## src/rtl/fetch_ctrl_if.sv

```systemverilog
// Fetch controller bus: instruction-memory read port, datapath issue/branch port and halt status.
// The master side is driven by fetch_ctrl; the slave side by memory and datapath.
interface fetch_ctrl_if;
  logic        imem_req;
  logic [31:0] imem_addr;
  logic        imem_ack;
  logic [31:0] imem_rdata;
  logic [31:0] instr;
  logic [31:0] pc_out;
  logic        instr_valid;
  logic        instr_ready;
  logic        br_valid;
  logic        br_taken;
  logic        halted;

  modport master (
    output imem_req, imem_addr, instr, pc_out, instr_valid, halted,
    input  imem_ack, imem_rdata, instr_ready, br_valid, br_taken
  );

  modport slave (
    input  imem_req, imem_addr, instr, pc_out, instr_valid, halted,
    output imem_ack, imem_rdata, instr_ready, br_valid, br_taken
  );
endinterface

```

## src/rtl/fetch_ctrl.sv

```systemverilog
// Instruction fetch controller: requests a word at pc, issues it to the datapath, then steps pc.
// Optional performance counters are enabled by defining FETCH_CTRL_PERF_EN.
module fetch_ctrl #(
  parameter logic [31:0] RESET_PC = 32'h0040_0020
) (
  input  logic         clk,
  input  logic         start_up,
  fetch_ctrl_if.master bus
`ifdef FETCH_CTRL_PERF_EN
  ,
  output logic [31:0]  perf_retired,
  output logic [31:0]  perf_wait
`endif
);

  localparam int unsigned XLEN  = 32;
  localparam int unsigned OPC_W = 6;

  localparam logic [OPC_W-1:0] OP_HALT = 6'b111111;
  localparam logic [OPC_W-1:0] OP_BEQ  = 6'b000100;
  localparam logic [OPC_W-1:0] OP_BNE  = 6'b000101;
  localparam logic [OPC_W-1:0] OP_BLEZ = 6'b000110;
  localparam logic [OPC_W-1:0] OP_BGTZ = 6'b000111;
  localparam logic [OPC_W-1:0] OP_J    = 6'b000010;
  localparam logic [OPC_W-1:0] OP_JAL  = 6'b000011;

  typedef enum logic [2:0] {
    IDLE,
    REQ,
    ISSUE,
    WAIT_BR,
    HALT
  } state_e;

  state_e            state_q;
  logic [XLEN-1:0]   pc_q;
  logic [XLEN-1:0]   instr_q;
  logic [XLEN-1:0]   pc_out_q;
  logic              imem_req_q;
  logic              instr_valid_q;
  logic              halted_q;

  logic [OPC_W-1:0]  opcode;
  logic [XLEN-1:0]   pc_plus4;
  logic [XLEN-1:0]   br_offset;
  logic [XLEN-1:0]   br_target;
  logic [XLEN-1:0]   jmp_target;

  // Next-pc candidates; pc is kept word aligned so all sums stay aligned and wrap mod 2^32.
  always_comb begin
    opcode     = instr_q[31:26];
    pc_plus4   = pc_q + XLEN'(4);
    br_offset  = {{14{instr_q[15]}}, instr_q[15:0], 2'b00};
    br_target  = pc_plus4 + br_offset;
    jmp_target = {pc_plus4[31:28], instr_q[25:0], 2'b00};
  end

  always_ff @(posedge clk) begin
    if (start_up) begin
      state_q       <= IDLE;
      pc_q          <= {RESET_PC[31:2], 2'b00};
      instr_q       <= '0;
      pc_out_q      <= '0;
      imem_req_q    <= 1'b0;
      instr_valid_q <= 1'b0;
      halted_q      <= 1'b0;
    end else begin
      case (state_q)
        IDLE: begin
          state_q    <= REQ;
          imem_req_q <= 1'b1;
        end
        REQ: begin
          if (bus.imem_ack) begin
            instr_q       <= bus.imem_rdata;
            pc_out_q      <= pc_q;
            imem_req_q    <= 1'b0;
            instr_valid_q <= 1'b1;
            state_q       <= ISSUE;
          end
        end
        ISSUE: begin
          if (bus.instr_ready) begin
            instr_valid_q <= 1'b0;
            case (opcode)
              OP_HALT: begin
                state_q  <= HALT;
                halted_q <= 1'b1;
              end
              OP_BEQ, OP_BNE, OP_BLEZ, OP_BGTZ: begin
                state_q <= WAIT_BR;
              end
              OP_J, OP_JAL: begin
                pc_q       <= jmp_target;
                imem_req_q <= 1'b1;
                state_q    <= REQ;
              end
              default: begin
                pc_q       <= pc_plus4;
                imem_req_q <= 1'b1;
                state_q    <= REQ;
              end
            endcase
          end
        end
        WAIT_BR: begin
          if (bus.br_valid) begin
            pc_q       <= bus.br_taken ? br_target : pc_plus4;
            imem_req_q <= 1'b1;
            state_q    <= REQ;
          end
        end
        HALT: begin
          state_q <= HALT;
        end
        default: begin
          state_q       <= IDLE;
          imem_req_q    <= 1'b0;
          instr_valid_q <= 1'b0;
        end
      endcase
    end
  end

  assign bus.imem_req    = imem_req_q;
  assign bus.imem_addr   = pc_q;
  assign bus.instr       = instr_q;
  assign bus.pc_out      = pc_out_q;
  assign bus.instr_valid = instr_valid_q;
  assign bus.halted      = halted_q;

`ifdef FETCH_CTRL_PERF_EN
  logic [XLEN-1:0] perf_retired_q;
  logic [XLEN-1:0] perf_wait_q;

  // Both counters stop naturally in HALT since neither condition can occur there.
  always_ff @(posedge clk) begin
    if (start_up) begin
      perf_retired_q <= '0;
      perf_wait_q    <= '0;
    end else begin
      if (state_q == ISSUE && bus.instr_ready) begin
        perf_retired_q <= perf_retired_q + XLEN'(1);
      end
      if ((state_q == REQ && !bus.imem_ack) || state_q == WAIT_BR) begin
        perf_wait_q <= perf_wait_q + XLEN'(1);
      end
    end
  end

  assign perf_retired = perf_retired_q;
  assign perf_wait    = perf_wait_q;
`endif

endmodule
```

## src/flat_wrapper.sv

```systemverilog
// flat-port wrapper written by rule: the top's interface ports become plain ports
module fetch_ctrl_flat 
#(
  parameter logic [31:0] RESET_PC = 32'h0040_0020
)
  (clk, start_up, bus_imem_req, bus_imem_addr, bus_instr, bus_pc_out, bus_instr_valid, bus_halted, bus_imem_ack, bus_imem_rdata, bus_instr_ready, bus_br_valid, bus_br_taken);
  fetch_ctrl_if bus_i ();
  input  logic clk;
  input  logic start_up;
  output wire logic [$bits(bus_i.imem_req)-1:0] bus_imem_req;
  output wire logic [$bits(bus_i.imem_addr)-1:0] bus_imem_addr;
  output wire logic [$bits(bus_i.instr)-1:0] bus_instr;
  output wire logic [$bits(bus_i.pc_out)-1:0] bus_pc_out;
  output wire logic [$bits(bus_i.instr_valid)-1:0] bus_instr_valid;
  output wire logic [$bits(bus_i.halted)-1:0] bus_halted;
  input wire logic [$bits(bus_i.imem_ack)-1:0] bus_imem_ack;
  input wire logic [$bits(bus_i.imem_rdata)-1:0] bus_imem_rdata;
  input wire logic [$bits(bus_i.instr_ready)-1:0] bus_instr_ready;
  input wire logic [$bits(bus_i.br_valid)-1:0] bus_br_valid;
  input wire logic [$bits(bus_i.br_taken)-1:0] bus_br_taken;
  assign bus_imem_req = bus_i.imem_req;
  assign bus_imem_addr = bus_i.imem_addr;
  assign bus_instr = bus_i.instr;
  assign bus_pc_out = bus_i.pc_out;
  assign bus_instr_valid = bus_i.instr_valid;
  assign bus_halted = bus_i.halted;
  assign bus_i.imem_ack = bus_imem_ack;
  assign bus_i.imem_rdata = bus_imem_rdata;
  assign bus_i.instr_ready = bus_instr_ready;
  assign bus_i.br_valid = bus_br_valid;
  assign bus_i.br_taken = bus_br_taken;
  fetch_ctrl #(.RESET_PC(RESET_PC)) u_core (.clk(clk), .start_up(start_up), .bus(bus_i));
endmodule
```

## config.mk

```make
export PLATFORM = sky130hd
export DESIGN_NAME = fetch_ctrl_flat
export DESIGN_NICKNAME = d
export VERILOG_FILES = /design/src/rtl/fetch_ctrl_if.sv /design/src/rtl/fetch_ctrl.sv /design/src/flat_wrapper.sv
export SDC_FILE = /design/constraint.sdc
export NUM_CORES = 1
export LEC_CHECK = 0
export CAP_MARGIN = 20
export CORE_MARGIN = 2
export CORE_UTILIZATION = 45
export DETAILED_ROUTE_END_ITERATION = 10
export PLACE_DENSITY_LB_ADDON = 0.12
export SYNTH_ARGS = -nofsm -noshare
export SYNTH_HDL_FRONTEND = slang
export SYNTH_SLANG_ARGS = --single-unit
```

## constraint.sdc

```tcl
create_clock -name clk -period 4.3 [get_ports clk]
set_input_delay 1.075 -clock clk [delete_from_list [all_inputs] [get_ports clk]]
set_output_delay 1.075 -clock clk [all_outputs]
set_load 0.05 [all_outputs]
```

* Yosys cells after proc, flatten, opt, wreduce, memory -nomap -nowiden *
Cells that the tools add are included.

storage, ports and cells
  register bits = 102
  input bits = 38
  output and inout port bits = 99
  word-level logic and storage cells = 56

operators by class
  $add $sub $neg = 2
  equality and inequality tests = 15
  mux-type cells = 18
  bitwise logic cells = 2
  reductions and logical operators = 12

operators with widths
  operator                                             number
  one-hot mux 32 bit (2 select lines)                  2
  two-way mux 32 bit                                   3
  adder 32 x 3 -> 32 bit, second input constant        1
  adder 32 bit                                         1
  equality test 6 x 3 -> 1 bit, second input constant  4
  one-hot mux 3 bit (5 select lines)                   1
  equality test 6 x 2 -> 1 bit, second input constant  2
  two-way mux 3 bit                                    3
  AND reduction 3 bit                                  3
  != test 2 bit, second input constant                 4
  equality test 3 x 2 -> 1 bit, second input constant  2
  equality test 6 bit, second input constant           1
  two-way mux 1 bit                                    6
  one-hot mux 3 bit (2 select lines)                   1
  one-hot mux 1 bit (5 select lines)                   1
  AND reduction 5 bit                                  1
  OR reduction 5 bit                                   1
  AND reduction 4 bit                                  1
  OR reduction 4 bit                                   1
  equality test 3 x 1 -> 1 bit, second input constant  1
  equality test 3 bit, second input constant           1
  logical NOT 3 bit                                    1
  one-hot mux 1 bit (3 select lines)                   1
  OR reduction 3 bit                                   1
  other kinds (4)                                      5

* Logic depth before layout (Yosys ltp) *
  word-level depth = 5
  mapped depth = 19
  mapped depth without buffers = 18

* Worst setup path after synthesis *
OpenSTA, ideal clock, no wires.

  path kind = register -> register
  start = reg u_core.pc_q[2] (netlist: u_core.bus.imem_addr[2])
  end = reg u_core.pc_q[31] (netlist: u_core.bus.imem_addr[31])
  library setup time = 0.123 ns
  data arrival time = 4.156 ns
  required time = 4.177 ns
  slack = 0.021 ns
  stages on the path, launching flop included = 20
  buffers on the path = 1
  clock period less this slack = 4.279 ns
  cells stage by stage = dfxtp_1 > ha_1 > nand3_1 > or2_2 > or3_1 > nor2_1 > nand2_1 > xnor2_1 > ha_1 > buf_2 > and3_1 > nand3_1 > o21ai_1 > nor3_1 > o21ai_2 > a21oi_1 > or4_4 > a211oi_2 > a31oi_1 > mux2_1

on the way
  cells in the longest elaborated chain, start to end = 5
  elaborated cells on any way between the ends = 7
  classes of those cells = 2 x add/sub; 5 x mux

ends and longest elaborated chain
  what                                   RTL line           source
  start: declaration                     fetch_ctrl.sv:36   logic [XLEN-1:0] pc_q;
  start signal: assignment               fetch_ctrl.sv:61   pc_q <= {RESET_PC[31:2], 2'b00};
  start signal: assignment               fetch_ctrl.sv:94   pc_q <= jmp_target;
  start signal: assignment               fetch_ctrl.sv:99   pc_q <= pc_plus4;
  adder 32 x 3 -> 32 bit *               fetch_ctrl.sv:52   pc_plus4 = pc_q + XLEN'(4);
  adder 32 bit                           fetch_ctrl.sv:54   br_target = pc_plus4 + br_offset;
  two-way mux 32 bit                     fetch_ctrl.sv:108  pc_q <= bus.br_taken ? br_target : pc_plus4;
  two-way mux 32 bit                     fetch_ctrl.sv:107  if (bus.br_valid) begin
  one-hot mux 32 bit (2 select lines) *  fetch_ctrl.sv:68   case (state_q)

Mark *: on every way between the ends. The rest lies on a longest branch, timed or not. The select of a mux whose other input is x is not followed.
A chain may end at the register's enable or synchronous reset.

* Worst setup path in the final report *
  start = reg u_core.pc_q[7] (netlist: u_core.bus.imem_addr[7])
  end = reg u_core.pc_q[31] (netlist: u_core.bus.imem_addr[31])

Same word-level chain as after synthesis.

==> results.rst <==
.. list-table::
   :header-rows: 1

   * - Metric
     - Value
   * - Status
     - complete, no violations
   * - Worst Reg2Reg Path Length in Cells
     - 17
   * - Maximum ir drop on the vdd rail
     - 0.172 mV
   * - Data arrival time of the critical path
     - ~4.3 ns
   * - Ys flop type
     - sky130_fd_sc_hd__dfxtp_1
   * - Routed wire length
     - 20.7 mm
   * - Hold slack final
     - between 0.4 and 0.5 ns
   * - Synth Register Bits
     - about 100
   * - Slowest cell delay on critical path
     - slightly below 0.5 ns
   * - Final hold violation count
     - 0
   * - Hold-fix buffer count after cts
     - 0
   * - Req. time, crit path
     - ~4.6 ns
   * - Transition time at the pin with the least slew margin
     - between 1 and 1.5 ns
   * - Remaining DRCs
     - 0
   * - CTS max path bufs
     - 2
   * - Starting density of the core
     - 0.462
   * - Worst hold stages
     - 2
   * - Commonest non-fill, non-tap cells in the layout
     - sky130_fd_sc_hd__nand2_1, sky130_fd_sc_hd__clkdlybuf4s50_1, sky130_fd_sc_hd__a21oi_1, sky130_fd_sc_hd__dfxtp_1, sky130_fd_sc_hd__nor2_1
   * - Clock root buffer
     - sky130_fd_sc_hd__clkbuf_16
   * - Rel. slew slack
     - 0.289
   * - Mapped Cells
     - around 830
   * - Metal2 WL
     - ~9.6 mm
   * - Synthesis-to-finish area growth
     - 29.1%
   * - Total via count in the routed design
     - 6481
   * - Leakage
     - around 3.1 nW
   * - Post-synth cell types
     - 61
   * - Clock tree from TritonCTS
     - done
   * - Largest family of logic cells by synthesized area
     - compound AO/OA/AOI/OAI gates
   * - Sequential-to-total area share from yosys stat
     - 0.319
   * - Max-cap violations
     - 0
   * - Clock transition at the register clock pins on the worst setup and hold paths after CTS
     - roughly 0.070 ns
   * - Clock insertion delay at the later pin of the skew report
     - between 0.3 and 0.4 ns
   * - Area share of fa/ha/maj cells after synthesis
     - 0.0786
   * - Crit Path Class
     - flop to flop
   * - Setup_tns
     - 0 ns
   * - First-pass GRT wire length
     - about 32 mm
   * - Simple-gate share of the synthesized area
     - 0.236
   * - Vertical extent of the die
     - approximately 120 microns
   * - Ratio of total power to cell area
     - around 270 nW/um^2
   * - GRT Util Overall
     - 0.280
   * - Seq. cell area
     - slightly below 2000 sq um
   * - Complex-gate fraction of the synthesized area
     - 0.238
   * - Fraction of final layout cells with drive strength greater than 1
     - 0.0656
   * - Xor and xnor fraction of the mapped netlist area
     - 0.0727
   * - Detail Route Antenna Nets
     - 0
   * - Crit start category
     - flop
   * - Sum of internal, switching and leakage power
     - around 2.2 mW
   * - Congestion Overflow GR
     - 0
   * - Highest routing layer actually used
     - met4
   * - CP Capture Type
     - flop
   * - Initial antenna violation count
     - 0
   * - CORE AREA
     - around 13000 sq um
   * - Minimum clock period
     - 4.04 ns
   * - Total of warnings raised by yosys
     - 0
   * - Die W
     - between 100 and 150 microns
   * - Startpoint of the lowest-slack hold path
     - u_core.bus.pc_out[26]$_SDFFE_PP0P_
   * - Crit-path slowest cell
     - sky130_fd_sc_hd__or4_4
   * - Die area
     - about 15000 sq um
   * - Total area of multi-input combinational cells
     - ~4000 sq um
   * - Quantity of I/O buffers inserted on ports
     - around 130
   * - Detailed-router iteration count before antenna repair
     - 6
   * - Achievable clock frequency
     - around 0.25 GHz
   * - EDFF count, synth
     - 0
   * - Slew Limit Fails
     - 0
   * - H-tree level count
     - 3
   * - Placed wire-length estimate
     - 15.3 mm
   * - Most frequent standard cell in the layout excluding fill and tap cells
     - sky130_fd_sc_hd__nand2_1
   * - WL met1
     - between 9 and 10 mm
   * - Worst R2R Start
     - u_core.bus.imem_addr[7]$_SDFFE_PP0P_
   * - Cts bufs inserted
     - 9
   * - DR WL met3
     - roughly 1.3 mm
   * - Via density per instance
     - 5.78
   * - Final critical-path share of the clock period
     - 0.939
   * - Post-synth ARST share
     - 0
   * - Setup repair after global routing missed its margin
     - no
   * - Util after Layout
     - 0.597
   * - Critical path startpoint
     - u_core.bus.imem_addr[7]$_SDFFE_PP0P_
   * - Clock tree skew after final layout
     - about 0.009 ns
   * - Antenna Diode Count
     - 0
   * - FILL cells
     - 1202
   * - Maximum fanout along the worst path
     - 7
   * - FP Rows
     - 42
   * - Post-synthesis area per instance
     - approximately 7.4 sq um
   * - Vias in the first global route
     - a little under 6000
   * - Multiplexer area fraction after synthesis
     - 0.0118
   * - Initial DRC count
     - a little over 500
   * - Final setup violation count
     - 0
   * - Chain of cells forming the critical path
     - nand3_1 -> nor3_1 -> nand2b_1 -> nor2_2 -> nand3_1 -> xnor2_1 -> ha_1 -> and3_1 -> nand2_1 -> o21ai_0 -> nor3_1 -> o21ai_2 -> a21oi_1 -> or4_4 -> a211oi_2 -> a31oi_1 -> mux2_1
   * - I/O pins
     - roughly 140
   * - Total Nets Final
     - between 1000 and 1500
   * - Wire length per cell
     - 18.5 microns
   * - Cell area after synthesis
     - around 6000 sq um
   * - Classification of the worst-slack hold path
     - flop to flop
   * - Last weighted congestion value of the routability-driven placer
     - about 0.95
   * - Maximum number of pins on one net before global-route repair
     - 63
   * - Clock sinks
     - between 90 and 100
## cells in the mapped netlist, drive strengths merged, types with 4 or more instances
library cell | n | share of area
a211oi | 13 | 0.017
a221o | 6 | 0.0098
and2 | 7 | 0.0075
o22ai | 12 | 0.012
xor2 | 20 | 0.029
o211a | 4 | 0.0065
nand2b | 9 | 0.0092
buf | 14 | 0.013
mux2i | 5 | 0.0081
clkbuf | 41 | 0.025
a21oi | 119 | 0.097
a221oi | 4 | 0.0067
dfxtp | 98 | 0.32
and3 | 11 | 0.011
nand3 | 23 | 0.019
a21o | 16 | 0.020
nor2b | 9 | 0.0092
inv | 8 | 0.0049
a31oi | 8 | 0.0081
nand4 | 7 | 0.0071
xnor2 | 31 | 0.044
nor2 | 69 | 0.042
nor3 | 16 | 0.013
nand2 | 165 | 0.10
o21ai | 32 | 0.027
ha | 37 | 0.075
## power breakdown
| group | internal [mW] | leakage (nW) | total (mW) | switching (mW) |
|---|---|---|---|---|
| Clock | 0.398 | 0.137 | 0.791 | 0.392 |
| Sequential | 0.933 | 0.795 | 0.972 | 0.0387 |
| Combinational | 0.139 | 2.20 | 0.392 | 0.253 |
| Total | 1.47 | 3.13 | 2.15 | 0.684 |
## layout make-up
class / count / share of cell area
flip-flops and latches: 98 / 0.248
repair buffers: 155 / 0.188
well taps: 176 / 0.0277
multi-input cells: 669 / 0.499
clock buffers: 9 / 0.0284
inverters: 8 / 0.00378
clock inverters: 6 / 0.00615
## metal layers
| layer | global-route usage | vias to the layer above |
|---|---|---|
| met5 | 0 | - |
| met2 | 0.452 | 270 |
| li1 | - | 3117 |
| met3 | 0.0338 | 40 |
| met1 | 0.387 | 3054 |
| met4 | 0.0981 | 0 |
## metrics by stage
step           cells  setup slack [ns]  instance area (sq um)
6_report        1121             0.262                   7940
5_1_grt         1121           0.00615                   7940
4_1_cts         1121             0.147                   7920
3_5_place_dp    1106             0.177                   7640
3_3_place_gp    1106             0.334                   7640
2_1_floorplan    830            0.0208                   6160
## timing repair
item / CTS / global route
resized for setup: 0 / 8
endpoints found under the setup margin: 0 / 5
setup buffers: 0 / 0
## sequential cells by signal, summed over array words and instances (netlist names)
signal	flops
u_core.bus.instr	32
u_core.bus.imem_addr	30
u_core.bus.pc_out	30
u_core.bus.halted	1
u_core.bus.instr_valid	1
u_core.bus.imem_req	1
u_core.state_q	3
## kinds of logic (layout without fill, tap and decap cells)
family | after synthesis | count (layout)
AND/OR/NAND/NOR | 331 | 331
AO/OA/AOI/OAI | 238 | 238
flip-flops | 98 | 98
buffers and inverters | 63 | 178
XOR/XNOR | 51 | 51
adder cells (fa/ha/maj) | 38 | 38
multiplexers | 7 | 7
other | 1 | 4
## worst max-delay path: cells and delay by family, from the launching register on
kind                       cells  cell delay (ns)
AOI/OAI and AO/OA              5             0.65
muxes                          1             0.31
and+or+nand+nor                9             1.92
adders and majority gates      1             0.37
DFF                            1             0.47
xor gates and xnor gates       1             0.18
## path summary, 6_finish.rpt
path | to | slack, ns
max | u_core.bus.imem_addr[31]$_SDFFE_PP0P_ | 0.26
min | u_core.bus.pc_out[26]$_SDFFE_PP0P_ | 0.45
max reg2reg | u_core.bus.imem_addr[31]$_SDFFE_PP0P_ | 0.26
min reg2reg | u_core.bus.pc_out[26]$_SDFFE_PP0P_ | 0.45
(Power assumes the default switching activity.)
